File: src/rtl/seq_pattern_tx.sv
// Serial pattern transmitter: latches a pattern on start and shifts it out MSB-first
// with programmable repetitions and inter-repetition gap. Define SEQ_TX_PARITY_EN to add an even-parity bit per pattern.
module seq_pattern_tx #(
  parameter int unsigned PATTERN_W  = 4,
  parameter int unsigned CNT_W      = 8,
  parameter int unsigned GAP_W      = 4,
  parameter logic        IDLE_LEVEL = 1'b0
) (
  input  logic                 clk,
  input  logic                 rst_a_p,
  input  logic                 start,
  input  logic [PATTERN_W-1:0] pattern,
  input  logic [CNT_W-1:0]     repeat_cnt,
  input  logic [GAP_W-1:0]     gap,
  output logic                 ready,
  output logic                 busy,
  output logic                 bit_out,
  output logic                 bit_valid,
  output logic                 done
);

  localparam int unsigned    IDX_W   = (PATTERN_W > 1) ? $clog2(PATTERN_W) : 1;
  localparam logic [IDX_W-1:0] IDX_TOP = IDX_W'(PATTERN_W - 1);

  typedef enum logic [1:0] {IDLE, SHIFT, GAP, DONE} state_t;

  state_t               state, state_n;
  logic [PATTERN_W-1:0] pat_q;
  logic [CNT_W-1:0]     reps;
  logic [GAP_W-1:0]     gap_q;
  logic [GAP_W-1:0]     gap_cnt;
  logic [IDX_W-1:0]     idx;
  logic                 last_bit;
  logic                 shift_bit;

`ifdef SEQ_TX_PARITY_EN
  // Parity cycle follows index 0; idx parks at 0 while it is driven.
  logic par_phase;

  always_ff @(posedge clk or posedge rst_a_p) begin
    if (rst_a_p) par_phase <= 1'b0;
    else         par_phase <= (state == SHIFT) && !par_phase && (idx == '0);
  end

  assign last_bit  = par_phase;
  assign shift_bit = par_phase ? ^pat_q : pat_q[idx];
`else
  assign last_bit  = (idx == '0);
  assign shift_bit = pat_q[idx];
`endif

  always_comb begin
    state_n = state;
    case (state)
      IDLE:  if (start) state_n = (repeat_cnt == '0) ? DONE : SHIFT;
      SHIFT: if (last_bit) begin
               if (reps == CNT_W'(1))  state_n = DONE;
               else if (gap_q == '0)   state_n = SHIFT;
               else                    state_n = GAP;
             end
      GAP:   if (gap_cnt == GAP_W'(1)) state_n = SHIFT;
      DONE:  state_n = IDLE;
      default: state_n = IDLE;
    endcase
  end

  always_ff @(posedge clk or posedge rst_a_p) begin
    if (rst_a_p) begin
      state   <= IDLE;
      pat_q   <= '0;
      reps    <= '0;
      gap_q   <= '0;
      gap_cnt <= '0;
      idx     <= '0;
    end else begin
      state <= state_n;
      case (state)
        IDLE: if (start) begin
          pat_q <= pattern;
          reps  <= repeat_cnt;
          gap_q <= gap;
          idx   <= IDX_TOP;
        end
        SHIFT: begin
          if (last_bit) begin
            reps    <= reps - 1'b1;
            idx     <= IDX_TOP;
            gap_cnt <= gap_q;
          end else if (idx != '0) begin
            idx <= idx - 1'b1;
          end
        end
        GAP:     gap_cnt <= gap_cnt - 1'b1;
        default: ;
      endcase
    end
  end

  assign ready     = (state == IDLE);
  assign busy      = (state != IDLE);
  assign done      = (state == DONE);
  assign bit_valid = (state == SHIFT);
  assign bit_out   = bit_valid ? shift_bit : IDLE_LEVEL;

endmodule
File: config.mk
export PLATFORM = sky130hd
export DESIGN_NAME = seq_pattern_tx
export DESIGN_NICKNAME = d
export VERILOG_FILES = /design/src/rtl/seq_pattern_tx.sv
export SDC_FILE = /design/constraint.sdc
export NUM_CORES = 1
export LEC_CHECK = 0
export BUFFER_PORTS_ARGS = -buffer_cell sky130_fd_sc_hd__buf_2
export CAP_MARGIN = 20
export CORE_MARGIN = 3
export CORE_UTILIZATION = 55
export CTS_BUF_LIST = sky130_fd_sc_hd__clkbuf_8 sky130_fd_sc_hd__clkbuf_16
export DETAILED_ROUTE_END_ITERATION = 6
export GPL_TIMING_DRIVEN = 0
export PLACE_DENSITY = 0.83
export SLEW_MARGIN = 40
export SYNTH_ARGS = -nofsm -noshare
export SYNTH_HDL_FRONTEND = slang
export SYNTH_SLANG_ARGS = --single-unit
File: constraint.sdc
create_clock -name clk -period 2.3 [get_ports clk]
set_clock_uncertainty 0.05 [all_clocks]
set_input_delay 0.115 -clock clk [delete_from_list [all_inputs] [get_ports clk]]
set_output_delay 0.115 -clock clk [all_outputs]
set_load 0.02 [all_outputs]
* After elaboration in Yosys (flattened, before gate mapping)
Cells that the tools add are included.
** Word-level totals
- Memory bits (writable) :: 0
- ROM bits :: 0
- Input port bits :: 19
- Bits in latches :: 0
- Memories kept :: 0
- Word-level logic and storage cells :: 51
- Register bits :: 24
- Output and inout port bits :: 5
** Cells by class
- Order comparisons :: 1
- Equal/unequal tests :: 9
- Shifts and indexed selects :: 0
- Add/subtract/negate cells :: 3
- Muxes and demuxes :: 19
- Reduce and logical (&&, ||, !) cells :: 13
- Multipliers :: 0
- Bitwise logic cells :: 0
- Divide/modulo/power cells :: 0
** Operators with widths (count)
- $mux 2 :: 9
- $mux 8 :: 2
- $pmux 8 s2 :: 1
- $reduce_and 3->1 :: 3
- $eq 8x1->1 const B :: 1
- $logic_not 8->1 :: 1
- $pmux 2 s4 :: 1
- $pmux 4 s2 :: 1
- $reduce_bool 2->1 :: 4
- $sub 8x1->8 const B :: 1
- $eq 2x2->1 const B :: 2
- $eq 4x1->1 const B :: 1
- $logic_not 2->1 :: 2
- $logic_not 4->1 :: 1
- $mux 4 :: 1
- $ne 2x2->1 const B :: 2
- $pmux 2 s2 :: 1
- $reduce_and 2->1 :: 2
- $sub 4x1->4 const B :: 1
- $lt 2x3->1 const B :: 1
- $ne 3x1->1 const B :: 1
- $bmux 1 s2 :: 1
- $eq 2x1->1 const B :: 1
- $mux 1 :: 2
- other kinds (2) :: 2

* Logic depth before layout (Yosys ltp)
- Depth in word-level cells :: 5
- Gate-level depth with buffers :: 8
- Gate-level depth less buffers :: 6

* Least setup slack after synthesis
OpenSTA, ideal clock, no wires.
- Path type :: flip-flop to flip-flop
- From :: register idx[0]
- To :: register reps[2]
- Clock period less this slack :: 1762 ps
- Buffers on the path :: 2
- Data arrival time :: 1577 ps
- Library setup time :: 135 ps
- Cell stages (with the launch flop) :: 9
- Setup slack :: 538 ps
- Required time :: 2115 ps
- Cell sequence :: dfrtp_1 -> inv_1 -> ha_1 -> clkbuf_1 -> nand2_1 -> a21o_2 -> clkbuf_1 -> o21ai_0 -> o21ai_0
** On the way
- Longest elaborated chain between the ends :: 3
** RTL lines
- start, declared :: RTL line 32 : logic [IDX_W-1:0] idx;
- start signal, assigned :: RTL line 90 : idx <= idx - 1'b1;
- $logic_not 2->1 :: RTL line 48 : assign last_bit = (idx == '0);
- $ne 2x1->1 (no source line)
- $reduce_and 3->1 (no source line)
- end signal, assigned :: RTL line 80 : reps <= repeat_cnt;
- end signal, assigned :: RTL line 86 : reps <= reps - 1'b1;
- end, declared :: RTL line 29 : logic [CNT_W-1:0] reps;
No other way between the ends.
A chain may end at the register's enable or synchronous reset.

* Final worst setup path
- From :: register state[1]
- To :: output bit_out
** On the way
- Longest elaborated chain between the ends :: 2
** RTL lines
- start, declared :: RTL line 27 : state_t state, state_n;
- start signal, assigned :: RTL line 76 : state <= state_n;
- $eq 2x1->1 :: RTL line 102 : assign bit_valid = (state == SHIFT);
- $mux 1 :: RTL line 103 : assign bit_out = bit_valid ? shift_bit : IDLE_LEVEL;
- end, declared :: RTL line 17 : output logic bit_out,
No other way between the ends.

==> results.md <==
* Ratio of total power to cell area at 1430 nW/um^2
* Hold/Removal Path Class: primary input to flop
* Wire length of the first global-routing pass at 5440 um
* Mean cell area of the mapped netlist at 9.55 um^2
* Post-route fraction of the period consumed by the critical path at 87.2%
* Floorplan Core Area at 2320 um^2
* Chip Width at 56.7 um
* Synthesis Warnings at 0
* Cts bufs inserted at 3
* Commonest register cell after synthesis: dfrtp_1
* Crit-path slowest cell: dfrtp_1
* DRT Wirelength at 3070 um
* Endpoint class of the critical path: output pin
* CTS tree: done
* Cell leakage power at 0.746 nW
* # setup viols final at 0
* Cell area after layout at 1640 um^2
* Synth-to-Final Area Change at 16.1%
* Buffers inserted during post-CTS setup optimization at 0
* Actual slew at the worst max-slew pin at 0.512 ns
* Cell internal power dissipation at 1.40 mW
* Max Fclk at 498 MHz
* Maximum vdd ir drop at 0.823 mV
* Port buffer count at 23
* Initial standard-cell utilization of the core at 61.0%
* Rel. slew slack at 65.8%
* CTS root buffer: clkbuf_8
* Number of maximum-capacitance violations at 0
* Clock latency on the worst-skew pair at 0.26 ns
* Top-level port count at 24
* Switching share of power at 40.4%
* Cell repeated most along the worst path: buf_2
* Post-synthesis cell type count at 41
* Count of flip-flops with a built-in enable after synthesis at 0
* GPL Wtd Cong at 0.844
* Post-Place Cell Area at 1560 um^2
* Final layout net count at 200
* Post-synthesis sequential area ratio at 42.5%
* Antenna cells at 0
* Nature of the critical path startpoint: flop
* Height of the die at 56.7 um
* Count of vias placed by the detailed router at 1221
* Mapped Area at 1410 um^2
* Number of placement rows at 17
* Layout cells sized above 1 at 28.0%
* Maximum number of pins on one net before global-route repair at 25
* Dpl ws at 0.263 ns
* Overflow after GRT at 0
* CTS Sinks at 24
* Share of total power in the clock network at 15.5%
* Htree depth at 1
* Instance count of the mapped netlist at 148
* Post-route setup TNS at 0 ns
* Crit Path Max Fanout at 10
* Die Outline Area at 3210 um^2
* Number of placed cells counting well taps at 199
* Layout Cells excl Fill at 203
* Series of cell instances along the critical path: clkbuf_1, nand2b_1, buf_2, inv_1, buf_2, and2_1, buf_2
* Top cells by area, synth: dfrtp_1, mux2_2, ha_1
* Maximum root-to-sink buffer count at 2
* Data arrival time at the worst-slack endpoint at 1.84 ns
* Result of the run: finished, final reports clean
* First-iteration detailed-routing DRC count at 47
* Asr flop ratio synth at 100%
* Via count of the first global-routing pass at 1191
* Number of max-slew violations in the final report at 0
* First-pass iteration count of the detailed router at 4
* Proportion of power drawn by combinational gates at 49.0%
* Detailed-placement wirelength estimate at 2300 um
* RSZ-0062 raised after global routing: false
* Critical path's largest stage delay at 0.37 ns
* FF+latch count, synth at 24
* PnR worst setup slack at 0.294 ns
* Number of antenna violations at the first check in global routing at 0
* Flop pwr share at 35.5%
* Power spent charging and discharging nets at 950 uW
* Synthesized net count at 172
* Required time at the worst-slack endpoint at 2.13 ns
* Synth top area share at 42.5%
* Final Hold Vio Count at 0
* GRT Total Usage at 21.2%
* Remaining antenna violation count after routing at 0
* Time the final worst path needs with I/O delays and setup at 2.01 ns
* Avg WL per Cell at 15.1 um
* Power after layout at 2.35 mW
* Residual DRC count at 0
* Ratio of routed vias to standard cells at 6.01
* Leading area contributor after synthesis: dfrtp_1
* Clock-pin slew reported for the worst setup and hold paths after clock tree synthesis at 0.08 ns
* Worst Path Class, Setup: flop to output pin
[stage by stage]
stage	hold slack (ns)	utilization (%)
after floorplan	0.0796	-
after global placement	0.291	67.5
after detailed placement	0.122	67.5
after global routing	0.0332	70.8
final	0.0298	70.8
after CTS	0.0259	71.0
[per-layer routing]
metal / vias to the layer above / share of wire (%) / global-route usage, %
met2: 31 / 50 / 37.1
met4: 0 / 1.4 / 6.10
met5: - / 0 / 0
li1: 586 / - / -
met3: 6 / 3.6 / 2.07
met1: 598 / 45 / 27.4
[logic make-up (layout without fill, tap and decap cells)]
| logic type | Yosys count | in the layout | share of synthesized area, % |
|---|---|---|---|
| AND/OR/NAND/NOR | 49 | 49 | 18.9 |
| AO/OA/AOI/OAI | 37 | 37 | 17.3 |
| flip-flops | 24 | 24 | 42.5 |
| buffers and inverters | 19 | 46 | 5.31 |
| multiplexers | 13 | 13 | 11.0 |
| adder cells (fa/ha/maj) | 5 | 5 | 4.42 |
| XOR/XNOR | 1 | 1 | 0.620 |
[placed cells by master, fill, tap and decap left out, types with 3 or more instances in the layout]
| cell | synthesis | routed |
|---|---|---|
| buf_2 | 3 | 26 |
| dfrtp_1 | 24 | 24 |
| nor2_1 | 12 | 12 |
| mux2_2 | 10 | 10 |
| inv_1 | 10 | 9 |
| o21ai_0 | 9 | 9 |
| nand2_1 | 9 | 9 |
| a21oi_1 | 8 | 8 |
| ha_1 | 5 | 5 |
| clkbuf_1 | 5 | 4 |
| nor4_1 | 4 | 4 |
| nand3b_1 | 4 | 4 |
| nand2b_1 | 3 | 3 |
| nor3_1 | 3 | 3 |
| a31oi_1 | 3 | 3 |
| a211oi_1 | 3 | 3 |
| clkbuf_8 | 0 | 3 |
[timing repair]
item,CTS,global route
endpoints found under the setup margin,0,1
endpoints found under the hold margin,24,0
hold buffers,1,0
gates resized for setup,0,0
[registers in the layout, summed over array words and instances (netlist names)]
signal   cells
reps         8
gap_cnt      4
gap_q        4
pat_q        4
idx          2
state        2
[critical path: cells and delay by family, from the launching register on]
family | cells | cell delay [ns]
DFF | 1 | 0.37
buffers and inverters | 5 | 0.86
and+or+nand+nor | 2 | 0.35
[final cells by class]
class / count / area [um^2]
buffer: 8 / 33.8
clock buffer: 3 / 41.3
clock inverter: 1 / 30.0
fill: 189 / 677
inverter: 10 / 37.5
multi-input combinational: 105 / 738
sequential: 24 / 601
tap: 28 / 35.0
timing repair buffer: 24 / 125
[path summary, 6_finish.rpt]
check	slack, ns	start	depth (start not counted)	to
setup / recovery	0.29	state[1]	7	bit_out
max in group asynchronous	1.47	rst_a_p	3	gap_cnt[2]
hold reg to reg	0.46	pat_q[3]	1	pat_q[3]
min in group asynchronous	0.38	rst_a_p	3	pat_q[3]
setup reg to reg	0.35	idx[0]	7	reps[2]
hold / removal	0.03	gap[3]	2	gap_q[3]
[power groups by stage]
stage	Sequential [mW]	Clock [mW]	Combinational, mW
after global placement	0.822	0	1.08
after floorplan	0.781	0	0.903
after global routing	0.877	0.389	1.30
after detailed placement	0.841	0	1.15
final	0.836	0.364	1.15
after CTS	0.835	0.375	1.16
[synthesized netlist by cell type, types with 4 or more instances]
master / number
a21oi_1: 8
nor2_1: 12
mux2_2: 10
nor4_1: 4
o21ai_0: 9
nand2_1: 9
inv_1: 10
clkbuf_1: 5
nand3b_1: 4
ha_1: 5
dfrtp_1: 24
Power figures use the tool's default switching activity.
